===== config.mk =====
export PLATFORM = sky130hd
export DESIGN_NAME = dct_mac_engine
export DESIGN_NICKNAME = d
export VERILOG_FILES = /design/src/rtl/dct_mac_engine.sv
export SDC_FILE = /design/constraint.sdc
export NUM_CORES = 1
export LEC_CHECK = 0
export ABC_CLOCK_PERIOD_IN_PS = 13000
export BUFFER_PORTS_ARGS = -buffer_cell sky130_fd_sc_hd__buf_2
export CORE_MARGIN = 3
export CORE_UTILIZATION = 45
export CTS_CLUSTER_DIAMETER = 120
export DETAILED_ROUTE_END_ITERATION = 8
export SLEW_MARGIN = 20
export SYNTH_ARGS = -nofsm -noshare
export SYNTH_HDL_FRONTEND = slang
export SYNTH_SLANG_ARGS = --single-unit
export TNS_END_PERCENT = 5

===== constraint.sdc =====
create_clock -name clk -period 13 [get_ports clk]
set_input_delay 2.6 -clock clk [delete_from_list [all_inputs] [get_ports clk]]
set_output_delay 2.6 -clock clk [all_outputs]
set_load 0.005 [all_outputs]

===== src/rtl/dct_mac_engine.sv =====
// Sequential N-point DCT-II / DCT-III engine: one signed multiplier and one
// accumulator walk the coefficient ROM row by row, one MAC per cycle.
module dct_mac_engine #(
  parameter int N         = 8,
  parameter int IN_W      = 12,
  parameter int COEFF_W   = 14,
  parameter int FRAC_BITS = 12,
  parameter int OUT_W     = 16
) (
  input  logic                 clk,
  input  logic                 rst,
  input  logic                 in_valid,
  output logic                 in_ready,
  input  logic [N*IN_W-1:0]    in_data,
  input  logic                 mode,
  output logic                 out_valid,
  input  logic                 out_ready,
  output logic [N*OUT_W-1:0]   out_data,
  output logic                 sat,
  output logic                 busy
);

  localparam int LGN    = $clog2(N);
  localparam int PROD_W = IN_W + COEFF_W;
  localparam int ACC_W  = PROD_W + LGN;
  localparam logic [LGN-1:0]          LAST = LGN'(N - 1);
  localparam logic signed [ACC_W-1:0] HALF = ACC_W'(64'sd1 <<< (FRAC_BITS - 1));
  localparam logic signed [ACC_W-1:0] OMAX = ACC_W'((64'sd1 <<< (OUT_W - 1)) - 64'sd1);
  localparam logic signed [ACC_W-1:0] OMIN = ACC_W'(-(64'sd1 <<< (OUT_W - 1)));

  // a_k*cos(pi*(2n+1)*k/2N) built from a Q30 quarter-wave table, rounded to FRAC_BITS.
  function automatic longint coeff_f(input int k, input int n);
    int     m;
    bit     neg;
    longint c, amp, v;
    m   = ((2 * n + 1) * k * (8 / N)) % 32;
    neg = 1'b0;
    if (m > 16) m = 32 - m;
    if (m > 8) begin
      m   = 16 - m;
      neg = 1'b1;
    end
    case (m)
      0:       c = 64'sd1073741824;
      1:       c = 64'sd1053110176;
      2:       c = 64'sd992008094;
      3:       c = 64'sd892783698;
      4:       c = 64'sd759250125;
      5:       c = 64'sd596538996;
      6:       c = 64'sd410903207;
      7:       c = 64'sd209476638;
      default: c = 64'sd0;
    endcase
    if (k == 0) amp = (N == 8) ? 64'sd379625062 : 64'sd536870912;
    else        amp = (N == 8) ? 64'sd536870912 : 64'sd759250125;
    v = (c * amp + (64'sd1 <<< (59 - FRAC_BITS))) >>> (60 - FRAC_BITS);
    return neg ? -v : v;
  endfunction

  logic signed [COEFF_W-1:0] rom [N*N];
  for (genvar gk = 0; gk < N; gk++) begin : g_k
    for (genvar gn = 0; gn < N; gn++) begin : g_n
      localparam longint CV = coeff_f(gk, gn);
      assign rom[gk*N+gn] = COEFF_W'(CV);
    end
  end

  typedef enum logic [1:0] {IDLE, COMPUTE, DONE} state_t;
  state_t state_q, state_d;

  logic [N-1:0][IN_W-1:0]    x_q;
  logic [N-1:0][OUT_W-1:0]   y_q;
  logic                      mode_q, out_valid_q, sat_q;
  logic [LGN-1:0]            k_q, n_q, pk_q;
  logic                      vld_q, plast_q, pfin_q;
  logic signed [PROD_W-1:0]  prod_q, xs, cs, prod;
  logic signed [ACC_W-1:0]   acc_q, acc_sum, rnd, shifted;
  logic [IN_W-1:0]           xv;
  logic signed [COEFF_W-1:0] cv;
  logic [OUT_W-1:0]          res;
  logic                      clip, accept, issue, last_in, last_all;

  assign accept   = (state_q == IDLE) && in_valid;
  assign issue    = (state_q == COMPUTE);
  assign last_in  = (n_q == LAST);
  assign last_all = last_in && (k_q == LAST);

  // Inverse mode reads the ROM transposed; N is a power of two so {row,col} is the address.
  assign xv   = x_q[n_q];
  assign cv   = mode_q ? rom[{n_q, k_q}] : rom[{k_q, n_q}];
  assign xs   = {{COEFF_W{xv[IN_W-1]}}, xv};
  assign cs   = {{IN_W{cv[COEFF_W-1]}}, cv};
  assign prod = xs * cs;

  assign acc_sum = acc_q + {{LGN{prod_q[PROD_W-1]}}, prod_q};
  assign rnd     = acc_sum + HALF;
  assign shifted = rnd >>> FRAC_BITS;

  always_comb begin
    clip = 1'b0;
    res  = shifted[OUT_W-1:0];
    if (shifted > OMAX) begin
      clip = 1'b1;
      res  = OMAX[OUT_W-1:0];
    end else if (shifted < OMIN) begin
      clip = 1'b1;
      res  = OMIN[OUT_W-1:0];
    end
  end

  always_comb begin
    state_d = state_q;
    case (state_q)
      IDLE:    if (in_valid) state_d = COMPUTE;
      COMPUTE: if (last_all) state_d = DONE;
      DONE:    if (out_valid_q && out_ready) state_d = IDLE;
      default: state_d = IDLE;
    endcase
  end

  // Product register splits multiply from accumulate; the last sum retires one
  // edge after COMPUTE ends, which is when out_valid rises.
  always_ff @(posedge clk) begin
    if (rst) begin
      state_q     <= IDLE;
      x_q         <= '0;
      y_q         <= '0;
      mode_q      <= 1'b0;
      out_valid_q <= 1'b0;
      sat_q       <= 1'b0;
      k_q         <= '0;
      n_q         <= '0;
      pk_q        <= '0;
      vld_q       <= 1'b0;
      plast_q     <= 1'b0;
      pfin_q      <= 1'b0;
      prod_q      <= '0;
      acc_q       <= '0;
    end else begin
      state_q <= state_d;
      vld_q   <= issue;
      prod_q  <= prod;
      pk_q    <= k_q;
      plast_q <= last_in;
      pfin_q  <= last_all;
      if (accept) begin
        x_q    <= in_data;
        mode_q <= mode;
        sat_q  <= 1'b0;
        k_q    <= '0;
        n_q    <= '0;
      end else if (issue) begin
        n_q <= n_q + LGN'(1);
        if (last_in) k_q <= k_q + LGN'(1);
      end
      if (vld_q) begin
        if (plast_q) begin
          y_q[pk_q] <= res;
          acc_q     <= '0;
          if (clip) sat_q <= 1'b1;
        end else begin
          acc_q <= acc_sum;
        end
        if (pfin_q) out_valid_q <= 1'b1;
      end else if (out_valid_q && out_ready) begin
        out_valid_q <= 1'b0;
      end
    end
  end

  assign in_ready  = (state_q == IDLE);
  assign busy      = (state_q != IDLE);
  assign out_valid = out_valid_q;
  assign out_data  = y_q;
  assign sat       = sat_q;

endmodule


# ---- After elaboration in Yosys (flattened, before gate mapping)
# Memories as Yosys holds them, arrays and structs flattened.
# Index checks and enable logic that the tools add are counted.
dict set report word_totals {
  ram_bits 0
  mem_bits_ro 1792
  reg_bits 296
  latchBits 0
  mem_count 2
  out_inout_bits 132
  word_cells 90
}
dict set report op_classes {
  multipliers 1
  mux 26
  div_mod_pow 0
  add_sub_neg 4
  n_bitwise 2
  shift 0
  reduce_logical 12
  magnitude_cmp 7
  n_eq_ne 8
}
# memory depth word_bits read_ports rd_clocked_by_memory_dff wr line_no
set mem_list {}
lappend mem_list {{(name not given)} 64 14 1 0 0 90} ;# assign cv = mode_q ? rom[{n_q, k_q}] : rom[{k_q, n_q}];
lappend mem_list {{(name not given)} 64 14 1 0 0 90}
# operator count
set op_table {}
lappend op_table {{$bwmux 128} 1}
lappend op_table {{$mux 14} 5}
lappend op_table {{$demux 16 s3} 1}
lappend op_table {{$mux 16} 3}
lappend op_table {{$bmux 12 s3} 1}
lappend op_table {{$add 29x13->29 const B} 1}
lappend op_table {{$add 29x29->29} 1}
lappend op_table {{$mux 29} 1}
lappend op_table {{$mul 12x14->26} 1}
lappend op_table {{$gt 17x16->1 const B} 1}
lappend op_table {{$lt 17x16->1 const B} 1}
lappend op_table {{$ge 7x7->1 const B} 2}
lappend op_table {{$not 6->7} 2}
lappend op_table {{$mux 12} 1}
lappend op_table {{$mux 1} 9}
lappend op_table {{$lt 3x4->1 const B} 2}
lappend op_table {{$add 3x1->3 const B} 2}
lappend op_table {{$eq 3x3->1 const B} 2}
lappend op_table {{$mux 2} 3}
lappend op_table {{$pmux 2 s3} 1}
lappend op_table {{$reduce_and 2->1} 3}
lappend op_table {{$logic_and 1x1->1} 4}
lappend op_table {{$ne 2x1->1 const B} 2}
lappend op_table {{$ne 2x2->1 const B} 2}
lappend op_table {{other kinds (7)} 8}

# ---- Longest topological paths before layout
# Gate-level depths: netlist (run 1).
dict set report depth {
  word_depth 8
  ltp_mapped 36
}

# ---- Least setup slack after synthesis (run 1)
# Ideal clock, no wire load.
dict set report synth_timing {
  path_kind {reg-to-reg}
  from {register n_q[0]}
  to {register prod_q[25]}
  arrival_ns 7.499
  stages_incl_launch_ff 33
  slack_ns 5.374
  n_path_buf 4
  setup_ns 0.128
  cell_sequence {dfxtp_1 clkbuf_1 inv_1 clkbuf_1 buf_1 ha_1 clkbuf_1 a21oi_1 xnor2_1 a21oi_1 nor2_1 o31ai_1 inv_1 nor2_1 fa_1 ha_1 fa_1 inv_1 fa_1 fa_1 inv_1 ha_1 nor2b_1 o21ai_0 a21boi_0 o21ai_0 a211oi_1 o21bai_1 a21boi_0 o21ai_0 o21ai_0 xnor2_1 nor2_1}
}
dict set report synth_via {
  elab_chain_cells 6
  elab_cells_between_ends 12
}
# element line_no
set synth_lines {}
lappend synth_lines {{start: declaration} 74} ;# logic [LGN-1:0] k_q, n_q, pk_q;
lappend synth_lines {{start signal: assignment} 153} ;# n_q <= n_q + LGN'(1);
lappend synth_lines {{$not 6->7 (not written as such)} 90}
lappend synth_lines {{$mem_v2 64x14} n/a}
lappend synth_lines {{$mux 14 (not written as such) (2 in a row)} 90}
lappend synth_lines {{$mux 14} 90}
lappend synth_lines {{$mul 12x14->26 (*)} 93} ;# assign prod = xs * cs;
lappend synth_lines {{end signal: assignment} 142} ;# prod_q <= prod;
lappend synth_lines {{end: declaration} 76} ;# logic signed [PROD_W-1:0] prod_q, xs, cs, prod;
# Every way passes the cells marked *; elsewhere a longest branch is shown, timed or not. The select of a mux whose other input is x is not followed.
# A chain may end at the register's enable or synchronous reset.

# ---- Final worst setup path (run 1)
dict set report layout_timing {
  from {register n_q[1]}
  to {register prod_q[25]}
}
# Same word-level chain as after synthesis.

==> impl_summary.log, run 1 <==
[metrics] area of the core: 44500 µm²
[metrics] nature of the critical path endpoint: flop
[metrics] number of gates resized after CTS: 0
[metrics] leading cell types in the layout, fill and taps excluded: nand2_1, dfxtp_1, buf_2
[metrics] maximum fanout along the worst path: 62
[metrics] #FFs+latches synth: about 300
[metrics] Post-Syn Nets: around 2.8k
[metrics] Max transition margin: 27.1%
[metrics] VDD IR max: 0.0000986 V
[metrics] Power Density: 117 nW/µm²
[metrics] slowest stage cell on the critical path: o31ai_1
[metrics] Unique masters post-synth: 84
[metrics] top flip-flop cell by instance count after synthesis: dfxtp_1
[metrics] hold bufs inserted after CTS: 0
[metrics] die area: 48000 µm²
[metrics] crit path setup slack, layout: 3960 ps
[metrics] number of top-level design ports: 233
[metrics] commonest non-fill, non-tap cell in the layout: nand2_1
[metrics] Leakage: 0.00994 µW
[metrics] pre-CTS WS: ~3900 ps
[metrics] Clk Tree Root Cell: clkbuf_16
[metrics] sequential-to-total area share from yosys stat: 29.0%
[metrics] type of the most critical hold path: reg -> reg
[metrics] number of buffers inserted by post-CTS setup repair: 0
[metrics] maximum root-to-sink buffer count: 3
[metrics] last weighted congestion value of the routability-driven placer: slightly below 0.9
[metrics] antenna violations before repair: 0
[metrics] CTS tree: yes
[metrics] Pins Over Slew Limit: 0
[metrics] kind of launch point of the worst setup path: flop
[metrics] # nets final: 2973
[metrics] slew at the pin closest to its max-slew limit: 1090 ps
[metrics] total detailed-routing wirelength: 58400 µm
[metrics] number of buffers created by CTS: 31
[metrics] timing-limited maximum frequency: 0.111 GHz
[metrics] run status: complete, no violations
[metrics] global-route wire length before repair: 93700 µm
[metrics] required time at the endpoint of the critical path: 13420 ps
[metrics] CTS Sinks: 296
[metrics] crit path time final: between 9000 and 10000 ps
[metrics] DRC: 0
[metrics] crit path DAT: 9460 ps
[metrics] cell count after synthesis: around 2.5k
[metrics] Crit path largest cell delay: 770 ps
[metrics] number of vias per cell: about 5.6
[metrics] final HPWL from detailed placement: roughly 44000 µm
[metrics] effective utilization at floorplan: a little under half
[metrics] number of vias in the routed layout: 18.2k
[metrics] number of enable flip-flop cells after synthesis: 0
[metrics] Total GRT Usage: between 20% and 30%
[metrics] layout cell share with drive strength beyond 1: 14.4%
[metrics] Detailed Routing Iterations Pass 1: 5
[metrics] site row count: 77
[metrics] syn avg cell area: 8.25 µm²
[metrics] remaining global-route overflow: 0
[metrics] setup skew after layout: 23.9 ps
[metrics] pin count of the biggest net entering global routing: 130
[metrics] final total negative setup slack: 0 ps
[metrics] antenna fix cells: 0
[metrics] endpoints failing hold: 0
[metrics] chip width: 219 µm
[metrics] Synth Warn #: 0
[metrics] Area Overhead vs Synth: 13.1%
[metrics] clock latency at the later pin of the worst-skew pair: 580 ps
[metrics] via count of the first global-routing pass: 17.7k
[metrics] count of buffers inserted at the top-level ports: 232
[metrics] final cycle utilization of the critical path: 69.5%
[metrics] CTS H-tree lvls: 1
[metrics] routed wire length per instance: ~18 µm
[metrics] worst setup path category: reg -> reg
[metrics] CTS clock-pin slew for the worst setup and hold paths: 60 ps
[metrics] proportion of synthesized flip-flops having asynchronous set or reset: 0%
[metrics] iteration-0 DRC count of the detailed router: between 1k and 1.5k
[metrics] Final setup violation count: 0
[metrics] number of antenna-violating nets in the routed design: 0
[metrics] summed instance area of the synthesized netlist: 20500 µm²
[metrics] chip height: 219 µm
[metrics] setup repair after global routing missed its margin: false
[metrics] Max-Cap Viols: 0
power by group:
| group | switching, µW | total, µW | internal, µW |
|---|---|---|---|
| clock network | 385 | 942 | 557 |
| logic | 510 | 780 | 270 |
| registers | 28.2 | 978 | 949 |
final cells by class:
| class | instances | area [µm²] |
|---|---|---|
| tap | 592 | 741 |
| inverter | 228 | 856 |
| sequential | 296 | 5930 |
| fill | 4352 | 21400 |
| multi-input combinational | 1806 | 13100 |
| timing repair buffer | 263 | 1400 |
| clock buffer | 35 | 821 |
| clock inverter | 23 | 280 |
through the flow:
step / total power (µW) / hold slack (ps) / cell area [µm²] / util (%) / instances
final: 2700 / 444 / 23100 / 52.0 / 3243
after floorplan: 1560 / 433 / 20500 / - / 2479
after detailed placement: 1770 / 438 / 22000 / 49.5 / 3185
after global routing: 2850 / 473 / 23100 / 52.0 / 3243
after CTS: 2710 / 453 / 23100 / 52.0 / 3243
after global placement: 1770 / 429 / 22000 / 49.5 / 3185
cell families after synthesis:
kind of cell	Yosys count	share of synthesized area, %
flops	296	29.0
compound gates	593	18.9
simple gates	865	18.5
xor+xnor	65	2.78
buf+inv	377	7.11
fa+ha+maj	246	20.4
mux	37	3.29
sequential cells by signal, summed over array words and instances (netlist names), 2 cells and up:
name / cells
out_data: 128
x_q: 96
acc_q: 29
prod_q: 26
k_q: 3
n_q: 3
pk_q: 3
state_q: 2
critical path, delay by kind of cell, from the launching register on:
| kind | cells | cell delay, ps |
|---|---|---|
| AO/OA/AOI/OAI | 11 | 2990 |
| XOR/XNOR | 2 | 290 |
| adder cells (fa/ha/maj) | 7 | 3260 |
| buffers and inverters | 5 | 1540 |
| flip-flops | 1 | 310 |
| AND/OR/NAND/NOR | 4 | 490 |
metal layers:
metal | vias to the layer above | wire, µm | GRT usage (%)
met4 | 0 | 2090 | 7.97
met2 | 591 | 26700 | 38.3
li1 | 8745 | - | -
met3 | 131 | 3240 | 3.09
met1 | 8722 | 26400 | 33.4
met5 | - | 0 | 0
synthesized netlist by cell type (all sizes together), types with 35 or more instances:
cell type	number	area, µm²
nor3	35	180
nand3	51	255
nand2b	40	250
inv	224	841
dfxtp	296	5930
ha	100	1250
nor2	225	847
o21ai	116	588
a21oi	216	1100
fa	146	2920
xnor2	46	403
nand2	414	1560
clkbuf	118	443
a32o	40	400
worst paths after layout:
path	from	endpoint	slack (ps)	cells after the start
worst max-delay path	n_q[1]	prod_q[25]	3960	29
worst min-delay path	out_data[109]	out_data[109]	440	2
worst max register to register	n_q[1]	prod_q[25]	3960	29
worst min register to register	out_data[109]	out_data[109]	440	2
Power figures use the tool's default switching activity.
==> run 2, diff against run 1 <==
- ABC_AREA: default -> 1
- ABC_CLOCK_PERIOD_IN_PS: 13000 -> 7700
- PLACE_DENSITY: default -> 0.66
- clock period: 13 -> 7.7 ns (I/O delays scaled with it)
==> impl_summary.log, run 2 <==
[metrics] effective utilization at floorplan: 46.1%
[metrics] sequential-to-total area share from yosys stat: between 20% and 30%
[metrics] total net switching power: 2500 µW
[metrics] number of enable flip-flop cells after synthesis: 0
[metrics] chip height: 229 µm
[metrics] Net Sw Frac: 41.8%
[metrics] number of top-level design ports: 233
[metrics] final HPWL from detailed placement: around 51000 µm
[metrics] maximum fanout along the worst path: 9
[metrics] Final Hold Slack: 468 ps
[metrics] remaining global-route overflow: 0
[metrics] site row count: 80
[metrics] VDD IR max: 0.000214 V
[metrics] combinational family with the most area after synthesis: simple AND/OR/NAND/NOR gates
[metrics] routed wire length per instance: 16.1 µm
[metrics] antenna fix cells: 0
[metrics] max reg flops: between 100 and 150
[metrics] CTS tree: yes
[metrics] DRC: 0
[metrics] timing-limited maximum frequency: 0.139 GHz
[metrics] utilization after layout: roughly 52%
[metrics] kind of launch point of the worst setup path: flop
[metrics] most frequent cell after synthesis: nand2_1
[metrics] Leakage: between 0.01 and 0.015 µW
[metrics] Register-to-Register Setup Slack: 500 ps
[metrics] Filler cells: 4859
[metrics] Unique masters post-synth: 55
[metrics] total detailed-routing wirelength: 66100 µm
[metrics] run status: complete, no violations
[metrics] Synth top area share: 26.6%
[metrics] maximum root-to-sink buffer count: 3
[metrics] library cell with the largest summed area after synthesis: dfxtp_1
[metrics] CTS clock-pin slew for the worst setup and hold paths: roughly 60 ps
[metrics] nature of the critical path endpoint: flop
[metrics] Max transition margin: 28.4%
[metrics] Synth Warn #: 0
[metrics] type of the most critical hold path: reg -> reg
[metrics] worst setup path category: reg -> reg
[metrics] pin count of the biggest net entering global routing: 123
[metrics] setup skew after layout: 29.9 ps
[metrics] slew at the pin closest to its max-slew limit: approximately 1100 ps
[metrics] synthesized-area fraction occupied by and/or/nand/nor cells: 31.5%
[metrics] syn avg cell area: between 6 and 7 µm²
[metrics] Max-Cap Viols: 0
[metrics] top flip-flop cell by instance count after synthesis: dfxtp_1
[metrics] Detailed Routing Iterations Pass 1: 7
[metrics] hold bufs inserted after CTS: 0
[metrics] Power Density: 236 nW/µm²
[metrics] chip width: around 230 µm
[metrics] # nets final: 3767
[metrics] count of buffers inserted at the top-level ports: 232
[metrics] number of buffers created by CTS: 35
[metrics] Area Overhead vs Synth: 13.7%
[metrics] area share of fa/ha/maj cells after synthesis: about a fifth
[metrics] number of vias per cell: 5.03
[metrics] Post-Syn Nets: between 3k and 4k
[metrics] leading cell types in the layout, fill and taps excluded: nand2_1, nor2_1, inv_1
[metrics] xor/xnor cell area share of the yosys netlist: less than 1%
[metrics] crit path DAT: 7690 ps
[metrics] Internal: 3490 µW
[metrics] CTS Sinks: 296
[metrics] portion of netlist area occupied by mux cells: 0%
[metrics] layout cell share with drive strength beyond 1: between 10% and 20%
[metrics] antenna violations before repair: 0
[metrics] number of gates resized after CTS: 0
[metrics] number of vias in the routed layout: 20.6k
[metrics] top post-synthesis cells by count: nand2_1, nor2_1, inv_1
[metrics] endpoints failing hold: 0
[metrics] crit path time final: about 7200 ps
[metrics] Synth Area in Compound Gates: 10.3%
[metrics] share of total power in combinational logic: between 40% and 50%
[metrics] last weighted congestion value of the routability-driven placer: 0.981
[metrics] area of the core: 48300 µm²
[metrics] cells taking the most area after synthesis: dfxtp_1, fa_1, nand2_1, nor2_1, inv_1
[metrics] number of antenna-violating nets in the routed design: 0
[metrics] commonest non-fill, non-tap cell in the layout: nand2_1
[metrics] iteration-0 DRC count of the detailed router: 1504
[metrics] via count of the first global-routing pass: between 15k and 20k
[metrics] CTS H-tree lvls: 2
[metrics] cell count after synthesis: 3218
[metrics] Clk Tree Root Cell: clkbuf_16
[metrics] proportion of synthesized flip-flops having asynchronous set or reset: 0%
[metrics] die area: 52200 µm²
[metrics] number of buffers inserted by post-CTS setup repair: 0
[metrics] required time at the endpoint of the critical path: about 8000 ps
[metrics] clock latency at the later pin of the worst-skew pair: 570 ps
[metrics] final cycle utilization of the critical path: 93.5%
[metrics] Final setup violation count: 0
[metrics] #FFs+latches synth: slightly below 300
[metrics] Total GRT Usage: about a quarter
[metrics] summed instance area of the synthesized netlist: 22300 µm²
[metrics] global-route wire length before repair: 105000 µm
[metrics] Pins Over Slew Limit: 0
[metrics] register share of total power: 28.5%
[metrics] part of the power in the clock network: 28.0%
[run 2: metrics by stage]
stage | std cells | TNS, ps | setup slack, ps | total power [µW] | instance area, µm²
floorplan | 3218 | 0 | 587 | 3640 | 22300
global placement | 4039 | 0 | 369 | 4320 | 24200
detailed placement | 4039 | 0 | 315 | 4330 | 24200
CTS | 4103 | 0 | 293 | 6020 | 25300
global route | 4103 | -13.9 | -13.9 | 6460 | 25300
finish | 4103 | 0 | 502 | 5990 | 25300
[run 2: final cells by class]
type	count	area [µm²]	share of cell area, %
Clock buffer	49	1010	3.98
Clock inverter	15	158	0.622
Inverter	540	2030	8.00
Multi-Input combinational cell	2247	13700	54.0
Sequential cell	296	5930	23.4
Tap cell	656	821	3.24
Timing Repair Buffer	300	1700	6.71
[run 2: cells by family (layout without fill, tap and decap cells)]
kind of cell | count (synthesis) | in the layout
and+or+nand+nor | 1577 | 1577
buffers and inverters | 675 | 904
AOI/OAI and AO/OA | 405 | 405
DFF | 296 | 296
adders and majority gates | 246 | 246
xor gates and xnor gates | 19 | 19
[run 2: layer usage]
layer | up-vias | wire (µm) | global-route usage (%)
li1 | 10400 | - | -
met1 | 9469 | 29200 | 33.2
met2 | 663 | 30800 | 40.9
met3 | 126 | 3930 | 3.76
met4 | 0 | 2270 | 8.17
met5 | - | 0 | 0
[run 2: final timing paths]
check	from	end	cells past startpoint
max	n_q[0]	prod_q[25]	27
max reg2reg	n_q[0]	prod_q[25]	27
min reg2reg	acc_q[13]	acc_q[13]	2
min	acc_q[13]	acc_q[13]	2
[run 2: power by group through the flow]
stage	Clock, µW	Sequential [µW]	Combinational [µW]
global placement	0	1740	2580
floorplan	0	1710	1920
global route	1760	1720	2990
CTS	1710	1710	2610
finish	1680	1710	2600
detailed placement	0	1740	2590
[run 2: worst max-delay path, stage by stage, from the launching register on]
cell and delay, ps:
dfxtp_2 350, inv_1 130, nor2_1 160, clkinv_1 280, o221ai_1 250, inv_1 70
o21ai_0 620, clkinv_1 500, nand2_1 220, fa_1 420, fa_1 510, inv_1 70
fa_1 520, fa_1 540, inv_1 50, fa_1 530, inv_1 40, ha_1 320
nand2_1 90, o21ai_0 210, a21oi_1 90, o21ai_1 190, a21oi_1 160, o21ai_0 280
a21oi_1 110, o21bai_1 170, o21ai_0 90, a21oi_1 170
